--- src/rtl/cpu_types_pkg.sv ---
// Shared CPU datapath types: data word, register index and the writeback
// arbiter state encoding.
package cpu_types_pkg;

   typedef logic [31:0] word_t;
   typedef logic [4:0]  regbits_t;

   typedef enum logic {
      ARB_CLEAR = 1'b0,
      ARB_RUN   = 1'b1
   } arb_state_t;

   localparam regbits_t REG_ZERO = 5'd0;
   localparam regbits_t REG_LAST = 5'd31;

endpackage

--- src/rtl/regfile_wb_arbiter.sv ---
// Two-requester round-robin writeback arbiter in front of the register file
// write port; optionally zero-fills r1..r31 after reset before serving requests.
module regfile_wb_arbiter
   import cpu_types_pkg::*;
#(
   parameter bit CLEAR_ON_RESET = 1'b1
) (
   input  logic     CLK,
   input  logic     RST,

   input  logic     req0_valid,
   input  regbits_t req0_sel,
   input  word_t    req0_dat,
   output logic     req0_ready,

   input  logic     req1_valid,
   input  regbits_t req1_sel,
   input  word_t    req1_dat,
   output logic     req1_ready,

   output logic     rf_wen,
   output regbits_t rf_wsel,
   output word_t    rf_wdat,
   output logic     init_done
);

   localparam arb_state_t RESET_STATE = CLEAR_ON_RESET ? ARB_CLEAR : ARB_RUN;

   arb_state_t state_q;
   regbits_t   clr_cnt_q;
   logic       last1_q;      // 1 = requester 1 won the last handshake
   logic       rf_wen_q;
   regbits_t   rf_wsel_q;
   word_t      rf_wdat_q;
   logic       init_done_q;

   logic       grant0;
   logic       grant1;
   logic       run_ok;
   logic       hs0;
   logic       hs1;

   // On a tie the requester that did not win last time gets the port.
   assign grant0 = req0_valid && (!req1_valid || last1_q);
   assign grant1 = req1_valid && (!req0_valid || !last1_q);
   assign run_ok = (state_q == ARB_RUN) && !RST;

   assign req0_ready = run_ok && grant0;
   assign req1_ready = run_ok && grant1;
   assign hs0        = req0_valid && req0_ready;
   assign hs1        = req1_valid && req1_ready;

   always_ff @(posedge CLK) begin
      if (RST) begin
         state_q     <= RESET_STATE;
         clr_cnt_q   <= 5'd1;
         last1_q     <= 1'b1;
         rf_wen_q    <= 1'b0;
         rf_wsel_q   <= REG_ZERO;
         rf_wdat_q   <= '0;
         init_done_q <= !CLEAR_ON_RESET;
      end else begin
         case (state_q)
            ARB_CLEAR: begin
               rf_wen_q  <= 1'b1;
               rf_wsel_q <= clr_cnt_q;
               rf_wdat_q <= '0;
               clr_cnt_q <= clr_cnt_q + 5'd1;
               if (clr_cnt_q == REG_LAST) begin
                  state_q     <= ARB_RUN;
                  init_done_q <= 1'b1;
               end
            end
            ARB_RUN: begin
               // Writes to r0 complete the handshake but never reach the file.
               if (hs0) begin
                  rf_wen_q  <= (req0_sel != REG_ZERO);
                  rf_wsel_q <= req0_sel;
                  rf_wdat_q <= req0_dat;
                  last1_q   <= 1'b0;
               end else if (hs1) begin
                  rf_wen_q  <= (req1_sel != REG_ZERO);
                  rf_wsel_q <= req1_sel;
                  rf_wdat_q <= req1_dat;
                  last1_q   <= 1'b1;
               end else begin
                  rf_wen_q  <= 1'b0;
               end
            end
            default: begin
               state_q <= RESET_STATE;
            end
         endcase
      end
   end

   assign rf_wen    = rf_wen_q;
   assign rf_wsel   = rf_wsel_q;
   assign rf_wdat   = rf_wdat_q;
   assign init_done = init_done_q;

endmodule
--- config.mk ---
export PLATFORM = sky130hd
export DESIGN_NAME = regfile_wb_arbiter
export DESIGN_NICKNAME = d
export VERILOG_FILES = /design/src/rtl/cpu_types_pkg.sv /design/src/rtl/regfile_wb_arbiter.sv
export SDC_FILE = /design/constraint.sdc
export NUM_CORES = 1
export LEC_CHECK = 0
export CORE_MARGIN = 5
export CORE_UTILIZATION = 36
export DETAILED_ROUTE_END_ITERATION = 10
export PLACE_DENSITY = 0.8
export SLEW_MARGIN = 40
export SYNTH_ARGS = -nofsm -noshare
export SYNTH_HDL_FRONTEND = slang
export SYNTH_SLANG_ARGS = --single-unit
export TNS_END_PERCENT = 20
--- constraint.sdc ---
create_clock -name CLK -period 1.8 [get_ports CLK]
set_input_delay 0.54 -clock CLK [delete_from_list [all_inputs] [get_ports CLK]]
set_output_delay 0.54 -clock CLK [all_outputs]
set_load 0.02 [all_outputs]
==> results.json <==
{
  "antenna_found_initial": 0,
  "max_stage_delay_ns": 0.29,
  "cap_viol_max_count": 0,
  "cts_setup_buffers": 0,
  "detail_route.vias_per_cell": 5.46,
  "diodes": 0,
  "layout.cells.non_filler": 367,
  "grt_start_max_net_pins": 39,
  "vias": 2003,
  "drtIter0Drc": 200,
  "gp_congestion": 0.702,
  "setup_tns_ns": 0,
  "cts_tree": "yes",
  "rows": 25,
  "worstPathMaxFanout": 5,
  "synth.distinct_cells": 29,
  "combPwrFrac_pct": 13.2,
  "cts_sinks": 46,
  "drive_above_1_share_pct": 8.33,
  "cts_root_buffer": "clkbuf_8",
  "synth.avg_cell_area_um2": 9.97,
  "setup_viol": 0,
  "start_kind": "input pin",
  "drt-wirelength-per-cell_um": 16.8,
  "postRouteAntennaNets": 0,
  "final-hold-violation-count": 0,
  "io_buffers": 118,
  "die_x_um": 81.0,
  "worst_slack_ns": 0.0353,
  "fmax_mhz": 567,
  "synth_nets": 262,
  "fill_cells": 425,
  "initial_core_util_pct": 37.7,
  "critical_path_class": "input pin to output port",
  "fin_crit_ns": 1.76,
  "end_kind": "output port",
  "p_per_area_nw_per_um2": 613,
  "cts_made_buffers": 5,
  "syn_to_final_growth_pct": 73.6,
  "final_nets": 379,
  "post-route-period-util_pct": 98.0,
  "core_area_um2": 4820,
  "grt_first_pass_wirelength_um": 9290,
  "first_pass_iters": 6,
  "required_ns": 1.26,
  "peakVddDrop_mv": 0.462,
  "synth_top_flop_cell": "dfxtp_1",
  "dieArea_um2": 6560,
  "p_sw_mw": 0.445,
  "netlist_area_um2": 1810,
  "clk_latency_ns": 0.29,
  "syn_inst": 182,
  "power.leakage_nw": 1.44,
  "die_y_um": 81.0,
  "overflow": 0,
  "yosysTopAreaCellShare_pct": 50.8,
  "synth-edff-count": 0,
  "synthArstFlopShare_pct": 0,
  "swShare_pct": 23.1,
  "clkPwrFrac_pct": 32.7,
  "path_clk_slew_ns": 0.08,
  "grt_usage_pct": 18.3,
  "ys_seq_area_share_pct": 50.8,
  "synth_top_cell_by_area": "dfxtp_1",
  "grt_pass1_vias": 1948,
  "p_int_mw": 1.49,
  "post-route-util_pct": 65.4,
  "finClkSkew_ns": 0.00693,
  "yosysWarnings": 0,
  "slew_viol_final": 0,
  "pin_count": 119,
  "crit_slowest_cell": "a211oi_4",
  "hold_class": "flip-flop to flip-flop",
  "path_cells": "clkdlybuf4s15_2 -> a211oi_4 -> buf_6",
  "pre_cts_ws_ns": -0.801,
  "route.detailed.drc": 0,
  "synth_area_leaders": "dfxtp_1 51%, a222oi_1 18%, nor2_1 8.5%, mux2i_1 2.8%, a21oi_1 2.2%",
  "ys_seq_elements": 46,
  "seq_power_share_pct": 54.2,
  "slew_headroom_pct": 71.8,
  "cts_hold_buf": 0,
  "cts_max_level": 2,
  "status": "completed",
  "arrival_ns": 1.22,
  "placed_cells": 359,
  "dp_hpwl_um": 4330,
  "cts_buffer_depth": 2,
  "rsz0062_at_grt": "false",
  "tightest_slew_ns": 0.423,
  "drt-total-wl_um": 6180
}
==> synthesized netlist by cell type (2+ instances only) <==
| library cell | instances |
|---|---|
| clkbuf_1 | 4 |
| a222oi_1 | 32 |
| mux2i_1 | 5 |
| a31oi_1 | 2 |
| a22oi_1 | 3 |
| nor2_1 | 41 |
| nor2b_1 | 3 |
| o21ai_1 | 2 |
| buf_6 | 2 |
| a21oi_1 | 8 |
| or4_1 | 2 |
| and3_1 | 4 |
| dfxtp_1 | 46 |
| buf_1 | 4 |
| ha_1 | 2 |
| buf_2 | 7 |
| o22ai_1 | 3 |
==> layout make-up <==
type                    count  area, um^2  share of cell area, %
flip-flops and latches     46         921                   29.2
multi-input cells         118         802                   25.5
clock inverters             3        21.3                  0.675
inverters                   1        3.75                  0.119
well taps                  67        83.8                   2.66
clock buffers               5        68.8                   2.19
repair buffers            127        1250                   39.7
==> worst paths after layout <==
| path | from | to | slack [ns] | depth (start not counted) |
|---|---|---|---|---|
| setup / recovery | req0_valid | req1_ready | 0.04 | 3 |
| hold / removal | init_done | init_done | 0.49 | 2 |
| setup reg to reg | state_q | rf_wsel[1] | 0.22 | 5 |
| hold reg to reg | init_done | init_done | 0.49 | 2 |
==> worst max-delay path: cells and delay by family <==
kind,cells,cell delay [ns]
AO/OA/AOI/OAI,1,0.29
buffers and inverters,2,0.39
==> per-layer routing <==
metal | global-route usage [%] | vias to the layer above | wire length (um)
met4 | 6.42 | 0 | 118
met5 | 0 | - | 0
li1 | - | 942 | -
met2 | 30.3 | 109 | 2890
met3 | 8.54 | 8 | 704
met1 | 20.5 | 944 | 2460
==> registers in the layout (all words and copies together) (netlist names) <==
| register | cells |
|---|---|
| clr_cnt_q | 5 |
| init_done | 1 |
| last1_q | 1 |
| rf_wdat | 32 |
| rf_wen | 1 |
| rf_wsel | 5 |
| state_q | 1 |
==> power by group through the flow <==
stage	clock (mW)	sequential, mW	combinational, mW
final	0.630	1.05	0.255
after global routing	0.702	1.05	0.271
after CTS	0.653	1.05	0.257
after detailed placement	0	1.07	0.257
after global placement	0	1.07	0.254
after floorplan	0	1.08	0.0456
==> cell families after synthesis <==
logic type | Yosys count | share of synthesized area [%]
adders and majority gates | 2 | 1.38
AOI/OAI and AO/OA | 54 | 25.6
xor gates and xnor gates | 2 | 0.966
DFF | 46 | 50.8
buffers and inverters | 18 | 5.03
and+or+nand+nor | 55 | 13.5
muxes | 5 | 2.76
==> metrics by stage <==
step	hold WS, ns	area (um^2)	power, mW
2_1_floorplan	0.480	1810	1.12
3_3_place_gp	0.457	3070	1.32
3_5_place_dp	0.460	3070	1.33
4_1_cts	0.481	3130	1.95
5_1_grt	0.529	3150	2.02
6_report	0.491	3150	1.93
==> placed cells by master, fill, tap and decap left out, types with 2 or more instances in the layout <==
cell type	n
a21oi_1	8
a222oi_1	32
a22oi_1	3
a31oi_1	2
and3_1	4
buf_4	7
buf_6	3
clkbuf_8	5
clkdlybuf4s50_1	75
dfxtp_1	46
dlygate4sd2_1	28
dlymetal6s2s_1	10
ha_1	2
mux2i_1	5
nor2_1	41
nor2b_1	3
o21ai_1	2
o22ai_1	3
or4_1	2
==> timing repair <==
| action | 4_1_cts | 5_1_grt |
|---|---|---|
| pin swaps | 1 | 0 |
| hold endpoints to repair | 0 | 0 |
| cloned | 0 | 0 |
| gates resized for setup | 46 | 11 |
| endpoints found under the setup margin | 68 | 13 |
Power figures use the tool's default switching activity.
==> RTL change 1 (config.mk and constraints unchanged) <==
Set the parameter `CLEAR_ON_RESET` to 1'b0 (it was 1'b1).
--- a/src/rtl/regfile_wb_arbiter.sv
+++ b/src/rtl/regfile_wb_arbiter.sv
@@ -3,7 +3,7 @@
 module regfile_wb_arbiter
    import cpu_types_pkg::*;
 #(
-   parameter bit CLEAR_ON_RESET = 1'b1
+   parameter bit CLEAR_ON_RESET = 1'b0
 ) (
    input  logic     CLK,
    input  logic     RST,
Check against the original RTL: not equivalent (a bounded check fails within 4 cycles, from zero or initial values and one cycle with RST high).
==> RTL change 1 against the unedited design <==
Setup slack worse by 0.0025 ns. Global-route usage is 1.7 points lower. Area after synthesis up 11%. Worst hold slack worse by 0.045 ns. Wire length down 3.0%. Non-clock buffer count up 1. Design area grew 7.0%. Cell count up 9.8%. Sequential cell count shrank 1. Critical path type is now reg2out. Largest cell class unchanged.
Power is not compared: it rests on default switching activity, and its combinational part moved more than twofold at a synthesized area within 25%.
==> RTL change 1: results <==
[outcome]
status = "finished clean"

[worst_setup_path]
cp_max_fo = 2
rr_worst_depth = 5
crit_end = "rf_wdat[0]"
cpMaxStageDelayCell = "clkdlybuf4s50_1"
rr_endpoint = "rf_wsel[0]"
slowest_delay_ns = 0.61
reg2reg_from = "state_q"
ff2ff_setup_slack_ns = 0.27

[route]
drt_iter0_drc = 67
met1Wirelength_mm = 2.45
vias = 1995
met2_length_mm = 3.17
drt_first_pass_iters = 4
wl_per_cell_um = 14.9
wl_met3_um = 349

[placed_design]
dp_hpwl_mm = 4.50
placed_cells = 394
gp_congestion = 0.730
post-place-ws_ns = -0.609
placed_cell_area_um2 = 3240

[cells_and_area]
drive_above_1_share_pct = 13.0
nFillCells = 487
layout.nonclk_buf_share_pct = 39.3
multiInputCombCellCount = 149
nets = 409
nonClockBufferCount = 128
seq_share_pct = 26.7
nClkBuffers = 8
final_cell_area_um2 = 3370
diodes = 1
finalNonFillerCells = 403
inverters = 0
multiInputGateArea_um2 = 972

[synth]
synth_compound_area_share_pct = 30.2
synth_cells = 213
synthTopCellsByArea = "dfxtp_1, a22oi_1, a22oi_2, nand2_1, a21oi_1"
yosysSeqAreaShare_pct = 44.7
synth_adder_area_share_pct = 1.24
synthMuxAreaShare_pct = 2.98
synth-xor-area-share_pct = 0.870
yosys.cell_types.count = 33
synthTopCellsByCount = "dfxtp_1, nand2_1, a21oi_1, a22oi_1"

[die]
num_tap_cells = 72

[clock_tree]
cts_resized = 16
htreeDepth = 2

[grt]
grt_pass1_vias = 2059
grt_use_met3_pct = 5.59
use_met2_pct = 30.5
globalRouteMet1Util_pct = 17.9
antenna_found_initial = 1
gr-usage-all-layers_pct = 16.5
grt_pass1_wl_mm = 9.73
grt_max_degree = 48

[hold_path]
min_to = "rf_wdat[7]"
hold_start = "rf_wdat[7]"

[sta]
skew_ns = 0.00247
fin_hold_ws_ns = 0.446
maxClockFrequency_ghz = 0.566
worst_pin_slew_ns = 0.524
==> RTL change 1: cell types whose count changed in the layout (fill, tap and decap cells not counted), moves of 3 or more <==
cell	unedited run	this run
a22oi_2	0	10
nor2_1	41	5
nand2_1	1	33
dlygate4sd2_1	28	7
a22oi_1	3	23
a21oi_2	0	10
clkbuf_1	0	3
a21oi_1	8	23
a31oi_1	2	7
a222oi_1	32	0
nor2b_1	3	6
clkdlybuf4s50_1	75	82
dlymetal6s2s_1	10	25
==> RTL change 1: worst min-delay path: stages (launching register included) <==
cell	delay (ns)
dfxtp_1	0.31
nand2_1	0.05
a21oi_1	0.05
==> RTL change 1: power by group through the flow <==
stage | clock network, uW | registers, uW | logic [uW]
2_1_floorplan | 0 | 1170 | 188
3_3_place_gp | 0 | 1100 | 580
3_5_place_dp | 0 | 1100 | 590
4_1_cts | 608 | 1080 | 584
5_1_grt | 641 | 1090 | 613
6_report | 578 | 1080 | 570
==> RTL change 2 (same flow settings) <==
Without the edit above. Reset style: asynchronous (`RST`), changed in one clocked block.
--- a/src/rtl/regfile_wb_arbiter.sv
+++ b/src/rtl/regfile_wb_arbiter.sv
@@ -50,7 +50,7 @@
    assign hs0        = req0_valid && req0_ready;
    assign hs1        = req1_valid && req1_ready;
 
-   always_ff @(posedge CLK) begin
+   always_ff @(posedge CLK or posedge RST) begin
       if (RST) begin
          state_q     <= RESET_STATE;
          clr_cnt_q   <= 5'd1;
Formal check against the unedited RTL: differs if RST is asserted again (counterexample within 4 cycles, from zero or initial values and one cycle with RST high); with RST held inactive, the same outputs for 10 cycles.
==> RTL change 2 against the unedited design <==
The run now ends with negative setup slack left. Synthesized cell count up 1.6%. Area after synthesis up 20%. Non-clock buffer count up 15. Sequential cell count unchanged. Setup slack worse by 0.095 ns. Clock skew about the same. Wire length up 14%. Design area up 15%. Sequential share of layout area up 2.5 points. Utilization down 4.1 points.
Power is not compared: it rests on default switching activity, and its combinational part moved more than twofold at a synthesized area within 25%.
==> RTL change 2: results <==
[synth]
yosys.cell_types.count = 30
synthMuxAreaShare_pct = 1.03
synth_top_area_share_pct = 50.5
syn_avg_cell_area_um2 = 11.8
yosysSeqAreaShare_pct = 52.9
synth-xor-area-share_pct = 1.21
async_reset_ff_share_pct = 100
yosysMostFrequentCell = "dfrtp_1"
synthesis.nets = 265
synthTopCellsByArea = "dfrtp_1, a221o_1, and3_1, buf_6, dfstp_2"
synth_adder_area_share_pct = 1.15

[sta]
final-setup-viol-count = 1
relSlewSlack_pct = 72.7
postLayoutSetupSlackWorst_ns = -0.0596
setup_tns_ns = -0.0596
skew_ns = 0.00709

[grt]
globalRouteMet1Util_pct = 23.8
grt_use_met3_pct = 4.89
use_met2_pct = 29.8

[worst_setup_path]
worstPathArrival_ns = 1.32
crit_end = "req0_ready"
ff2ff_setup_slack_ns = 0.20
rr_endpoint = "rf_wdat[8]"
crit_path_start = "last1_q"

[cells_and_area]
finalNonFillerCells = 394

[placed_design]
dp_hpwl_mm = 5.11
placed_cells = 377
placed_cell_area_um2 = 3490
gp_congestion = 0.811

[outcome]
status = "complete, but fails checks"
failed_checks = "negative setup slack"

[route]
drt_first_pass_iters = 4
drt_iter0_drc = 75
met2_length_mm = 3.43
-- RTL change 2: cell count changes after synthesis, moves of 5 or more --
cell and change:
nor2_1 -39, mux2i_1 -5, a21oi_1 -7, dfxtp_1 -46, buf_2 -5, a222oi_1 -32, and3_1 +30, buf_6 +6
a221o_1 +33, dfrtp_1 +44
-- RTL change 2: report_power, final --
group | leakage [uW] | switching [uW] | internal [uW] | total (uW)
clock network | 0.0000441 | 368 | 273 | 641
registers | 0.000557 | 64.1 | 1170 | 1240
logic | 0.00114 | 450 | 505 | 954
total | 0.00174 | 882 | 1950 | 2830
-- RTL change 2: repair_timing --
action,in CTS,in global routing
gates resized for setup,54,5
setup endpoints to repair,69,6
pin swaps,2,0
buffers inserted,8,1
-- RTL change 2: cell type report --
type / count / area, um2
Clock inverter: 3 / 21.3
Sequential cell: 46 / 1150
Clock buffer: 5 / 68.8
Tap cell: 75 / 93.8
Inverter: 2 / 7.51
Timing Repair Buffer: 142 / 1370
Fill cell: 510 / 2290
Multi-Input combinational cell: 121 / 917
